==> config.mk <==
export PLATFORM = sky130hd
export DESIGN_NAME = univ_shiftreg_gray
export DESIGN_NICKNAME = d
export VERILOG_FILES = /design/src/rtl/univ_shiftreg_gray.sv
export SDC_FILE = /design/constraint.sdc
export NUM_CORES = 1
export LEC_CHECK = 0
export CAP_MARGIN = 20
export CORE_MARGIN = 4
export CORE_UTILIZATION = 38
export DETAILED_ROUTE_END_ITERATION = 6
export MAX_ROUTING_LAYER = met4
export PLACE_DENSITY_LB_ADDON = 0.3
export SLEW_MARGIN = 0
export SYNTH_ARGS = -nofsm -noshare
export SYNTH_HDL_FRONTEND = slang
export SYNTH_SLANG_ARGS = --single-unit
==> constraint.sdc <==
create_clock -name clock -period 5.04 [get_ports clock]
set_input_delay 1.008 -clock clock [delete_from_list [all_inputs] [get_ports clock]]
set_output_delay 1.008 -clock clock [all_outputs]
set_load 0.01 [all_outputs]
==> src/rtl/univ_shiftreg_gray.sv <==
// Universal WIDTH-bit register: shift, rotate, load and gray-code up/down counting.
// Build option UNIV_SHIFTREG_SATCOUNT_EN makes the gray counter saturate instead of wrapping.
module univ_shiftreg_gray #(
   parameter int unsigned            WIDTH       = 8,
   parameter logic [WIDTH-1:0]       RESET_VALUE = '0
) (
   input  logic             clock,
   input  logic             reset,
   input  logic             enable,
   input  logic [2:0]       mode,
   input  logic [WIDTH-1:0] parallelin,
   input  logic             serialinr,
   input  logic             serialinl,
   output logic [WIDTH-1:0] parallelout,
   output logic             serialoutr,
   output logic             serialoutl,
   output logic [WIDTH-1:0] binout,
   output logic             tc
);

   localparam logic [2:0] MODE_HOLD  = 3'd0;
   localparam logic [2:0] MODE_SHR   = 3'd1;
   localparam logic [2:0] MODE_SHL   = 3'd2;
   localparam logic [2:0] MODE_LOAD  = 3'd3;
   localparam logic [2:0] MODE_ROR   = 3'd4;
   localparam logic [2:0] MODE_ROL   = 3'd5;
   localparam logic [2:0] MODE_GUP   = 3'd6;
   localparam logic [2:0] MODE_GDN   = 3'd7;

   localparam logic [WIDTH-1:0] ONE      = {{(WIDTH-1){1'b0}}, 1'b1};
   localparam logic [WIDTH-1:0] ALL_ONES = '1;
   localparam logic [WIDTH-1:0] ZERO     = '0;

   logic [WIDTH-1:0] reg_q;
   logic [WIDTH-1:0] reg_d;
   logic             tc_q;
   logic             tc_d;
   logic [WIDTH-1:0] bin_val;
   logic [WIDTH-1:0] bin_inc;
   logic [WIDTH-1:0] bin_dec;

   // Binary bit i is the XOR of all gray bits at or above i.
   for (genvar i = 0; i < WIDTH; i++) begin : g_gray2bin
      assign bin_val[i] = ^reg_q[WIDTH-1:i];
   end

   assign bin_inc = bin_val + ONE;
   assign bin_dec = bin_val - ONE;

   always_comb begin
      reg_d = reg_q;
      tc_d  = 1'b0;
      case (mode)
         MODE_HOLD: reg_d = reg_q;
         MODE_SHR:  reg_d = {serialinr, reg_q[WIDTH-1:1]};
         MODE_SHL:  reg_d = {reg_q[WIDTH-2:0], serialinl};
         MODE_LOAD: reg_d = parallelin;
         MODE_ROR:  reg_d = {reg_q[0], reg_q[WIDTH-1:1]};
         MODE_ROL:  reg_d = {reg_q[WIDTH-2:0], reg_q[WIDTH-1]};
         MODE_GUP: begin
            tc_d  = (bin_val == ALL_ONES);
            reg_d = bin_inc ^ (bin_inc >> 1);
`ifdef UNIV_SHIFTREG_SATCOUNT_EN
            if (tc_d) reg_d = reg_q;
`endif
         end
         MODE_GDN: begin
            tc_d  = (bin_val == ZERO);
            reg_d = bin_dec ^ (bin_dec >> 1);
`ifdef UNIV_SHIFTREG_SATCOUNT_EN
            if (tc_d) reg_d = reg_q;
`endif
         end
         default: reg_d = reg_q;
      endcase
   end

   always_ff @(posedge clock or posedge reset) begin
      if (reset) begin
         reg_q <= RESET_VALUE;
         tc_q  <= 1'b0;
      end else if (enable) begin
         reg_q <= reg_d;
         tc_q  <= tc_d;
      end
   end

   assign parallelout = reg_q;
   assign serialoutr  = reg_q[0];
   assign serialoutl  = reg_q[WIDTH-1];
   assign binout      = bin_val;
   assign tc          = tc_q;

endmodule

==> impl_metrics.sql <==
INSERT INTO impl_metrics (metric_group, metric, value, unit) VALUES
('status', 'outcome', 'complete, no violations', ''),
('floorplanning', 'std_cell_rows', '26', ''),
('global_routing', 'grt_start_max_net_pins', '32', ''),
('timing', 'timing_worst_slew_pin_value', '0.7541', 'ns'),
('route', 'detail_route.iter0.violations', '225', ''),
('global_routing', 'grt_antenna_before_repair', '0', ''),
('clock_tree', 'worstSkewPairLatency', '0.24', 'ns'),
('clock_tree', 'cts.clk_slew.worst_paths', '0.05', 'ns'),
('critical_path', 'worstSetupEndpointType', 'primary output', ''),
('yosys', 'post-synth-top-area-cell', 'dfrtp_1', ''),
('clock_tree', 'cts.sink_count', '9', ''),
('yosys', 'synth.most_common_cell', 'a21oi_1', ''),
('route', 'detailedRoute.firstPassIterationCount', '4', ''),
('timing', 'clock_skew', '0.0007506', 'ns'),
('hold_path', 'hp_class', 'reg2reg', ''),
('placed_design', 'numPortBuffers', '34', ''),
('global_routing', 'global_route.overflow_total', '0', ''),
('timing', 'finalMaxSlewViolations', '0', ''),
('cells_and_area', 'nets', '322', ''),
('critical_path', 'worst_ep_arrival_time', '3.41', 'ns'),
('clock_tree', 'clock_tree.root_cell', 'clkbuf_8', ''),
('timing', 'fin_setup_tns', '0', 'ns'),
('yosys', 'ys_seq_area_frac', '0.1114', ''),
('clock_tree', 'hold_bufs_at_cts', '0', ''),
('yosys', 'synthDominantCellAreaShare', '0.1114', ''),
('yosys', 'total_nets_after_synthesis', '308', ''),
('clock_tree', 'cts.path.max_buffers', '2', ''),
('cells_and_area', 'fillers', '557', ''),
('placed_design', 'detailedPlacementHpwl', '4379', 'um'),
('yosys', 'synth_commonest_cells', '35 x a21oi_1, 24 x xnor2_1, 23 x clkbuf_1, 23 x nand2_1, 19 x nor2_1', ''),
('critical_path', 'worst_ep_required', '4.03', 'ns'),
('critical_path', 'rr_worst_depth', '14', ''),
('route', 'detail-route-antenna-nets', '0', ''),
('cells_and_area', 'area_growth', '18.81', '%'),
('global_routing', 'number_of_global_route_vias_before_repair', '2037', ''),
('route', 'number_of_vias_after_detailed_routing', '2165', ''),
('yosys', 'postSynth.asyncResetShare', '1.000', ''),
('global_routing', 'grt_first_pass_wirelength', '9963', 'um'),
('hold_path', 'worstHoldPathCells', '2', ''),
('cells_and_area', 'post-route-util', '0.4674', ''),
('timing', 'finalWorstPathRequiredPeriod', '4.420', 'ns'),
('timing', 'timing.final.crit_share', '0.8769', ''),
('timing', 'slew_headroom', '0.4973', ''),
('critical_path', 'kind_of_start_point_of_the_critical_path', 'flip-flop', ''),
('clock_tree', 'numCtsBuffers', '3', ''),
('critical_path', 'criticalPathCategory', 'reg2out', ''),
('placed_design', 'finalWeightedCongestion', '0.9902', ''),
('yosys', 'netlist_instances', '288', ''),
('yosys', 'yosys_warnings', '0', ''),
('cells_and_area', 'layout.area.seq', '225.2', 'um^2'),
('critical_path', 'critical_path_peak_fanout', '14', ''),
('timing', 'grt_setup_unrepaired', 'false', ''),
('floorplanning', 'area_of_the_core', '0.005140', 'mm^2'),
('floorplanning', 'fp.dieArea', '0.006552', 'mm^2'),
('clock_tree', 'cts.repair.resized', '0', ''),
('yosys', 'synth_cell_type_count', '51', ''),
('job', 'drv.max_cap_violation_count', '0', ''),
('clock_tree', 'cts_tree', 'yes', ''),
('cells_and_area', 'multi_input_area', '0.001614', 'mm^2'),
('clock_tree', 'htree_levels', '1', ''),
('floorplanning', 'ioPinCount', '35', ''),
('yosys', 'synthTopCellsByArea', 'dfrtp_1 11%, xnor2_1 10%, a21oi_1 8.7%', ''),
('timing', 'final-hold-violation-count', '0', ''),
('floorplanning', 'initial_core_util', '0.3934', ''),
('global_routing', 'track_usage', '0.1954', ''),
('floorplanning', 'die_width', '80.95', 'um'),
('yosys', 'synth_edf_count', '0', ''),
('route', 'drc', '0', ''),
('yosys', 'postSynthAreaPerCell', '7.021', 'um^2'),
('timing', 'setup_viol', '0', ''),
('route', 'totalWireLength', '5976', 'um'),
('clock_tree', 'cts_setup_buffers', '0', ''),
('floorplanning', 'die_h', '80.95', 'um'),
('cells_and_area', 'n_antenna_cell', '0', ''),
('yosys', 'synthFlopType', 'dfrtp_1', ''),
('route', 'via_per_inst', '5.836', ''),
('cells_and_area', 'drive_gt1_frac', '0.07973', ''),
('yosys', 'ys_ff_latch', '9', ''),
('route', 'wl_cell', '16.11', 'um'),
('yosys', 'post_synth_instance_area', '0.002022', 'mm^2'),
('timing', 'max_freq', '226.3', 'MHz');
[kinds of logic after synthesis]
logic type      after synthesis  synth area share
mux                           8           0.04208
fa+ha+maj                     4           0.02475
simple gates                100            0.2519
xor+xnor                     37            0.1955
flops                         9            0.1114
buf+inv                      42           0.09035
compound gates               88            0.2840
[flip-flops by register name (all words and copies together), names as in the netlist]
| register | flops |
|---|---|
| parallelout | 8 |
| tc | 1 |
[critical path: stages (launching register included)]
cell             delay [ns]
dfrtp_1                0.65
inv_1                  0.19
ha_1                   0.69
xor2_1                 0.12
buf_4                  0.20
xnor2_1                0.46
xnor2_1                0.20
inv_1                  0.11
clkdlybuf4s50_1        0.54
[per-layer routing]
layer | vias to the layer above | wire [um] | track usage
met2 | 80 | 2860 | 0.3136
met3 | 9 | 367 | 0.02882
met5 | - | 0 | -
met1 | 1017 | 2636 | 0.2552
met4 | 0 | 111 | 0.05574
li1 | 1059 | - | -
[stage by stage]
stage	setup WS (ns)	instances	hold WS [ns]	area, um^2
floorplan	1.118	288	0.5537	2022
global placement	1.012	367	0.5171	2357
detailed placement	0.8330	367	0.5236	2357
CTS	0.6221	371	0.5386	2402
global route	0.3097	371	0.6451	2402
finish	0.6203	371	0.5389	2402
[cell type report]
class | count | share of cell area
multi-input cells | 237 | 0.6719
repair buffers | 41 | 0.1635
well taps | 70 | 0.03646
inverters | 10 | 0.01563
clock buffers | 4 | 0.01875
flip-flops and latches | 9 | 0.09375
[placed cells by master, fill, tap and decap left out, drive strengths merged, types with 3 or more instances in the layout]
cell	count
nand3	12
nor2	19
ha	4
or3	4
nor3	5
a41oi	3
xnor2	27
and3	7
nand3b	4
dfrtp	9
nand2b	8
nor2b	6
clkdlybuf4s50	34
nand4	4
mux2	4
a31oi	3
inv	10
nand2	23
o22ai	13
xor2	8
buf	7
a221oi	4
a21oi	35
mux2i	4
o21ai	11
clkbuf	4
o211ai	4
[final timing paths]
check	slack [ns]	start	to
worst max-delay path	0.62	parallelout[7]$_DFFE_PP0P_	binout[0]
worst min-delay path	0.54	tc$_DFFE_PP0P_	tc$_DFFE_PP0P_
worst max register to register	0.80	parallelout[7]$_DFFE_PP0P_	parallelout[3]$_DFFE_PP0P_
worst min register to register	0.54	tc$_DFFE_PP0P_	tc$_DFFE_PP0P_
max in group asynchronous	3.71	reset	parallelout[3]$_DFFE_PP0P_
min in group asynchronous	1.05	reset	tc$_DFFE_PP0P_
Power is left out: the tool's default activity adds up to more than one toggle a clock period on the data nets, which glitch-free logic cannot reach.
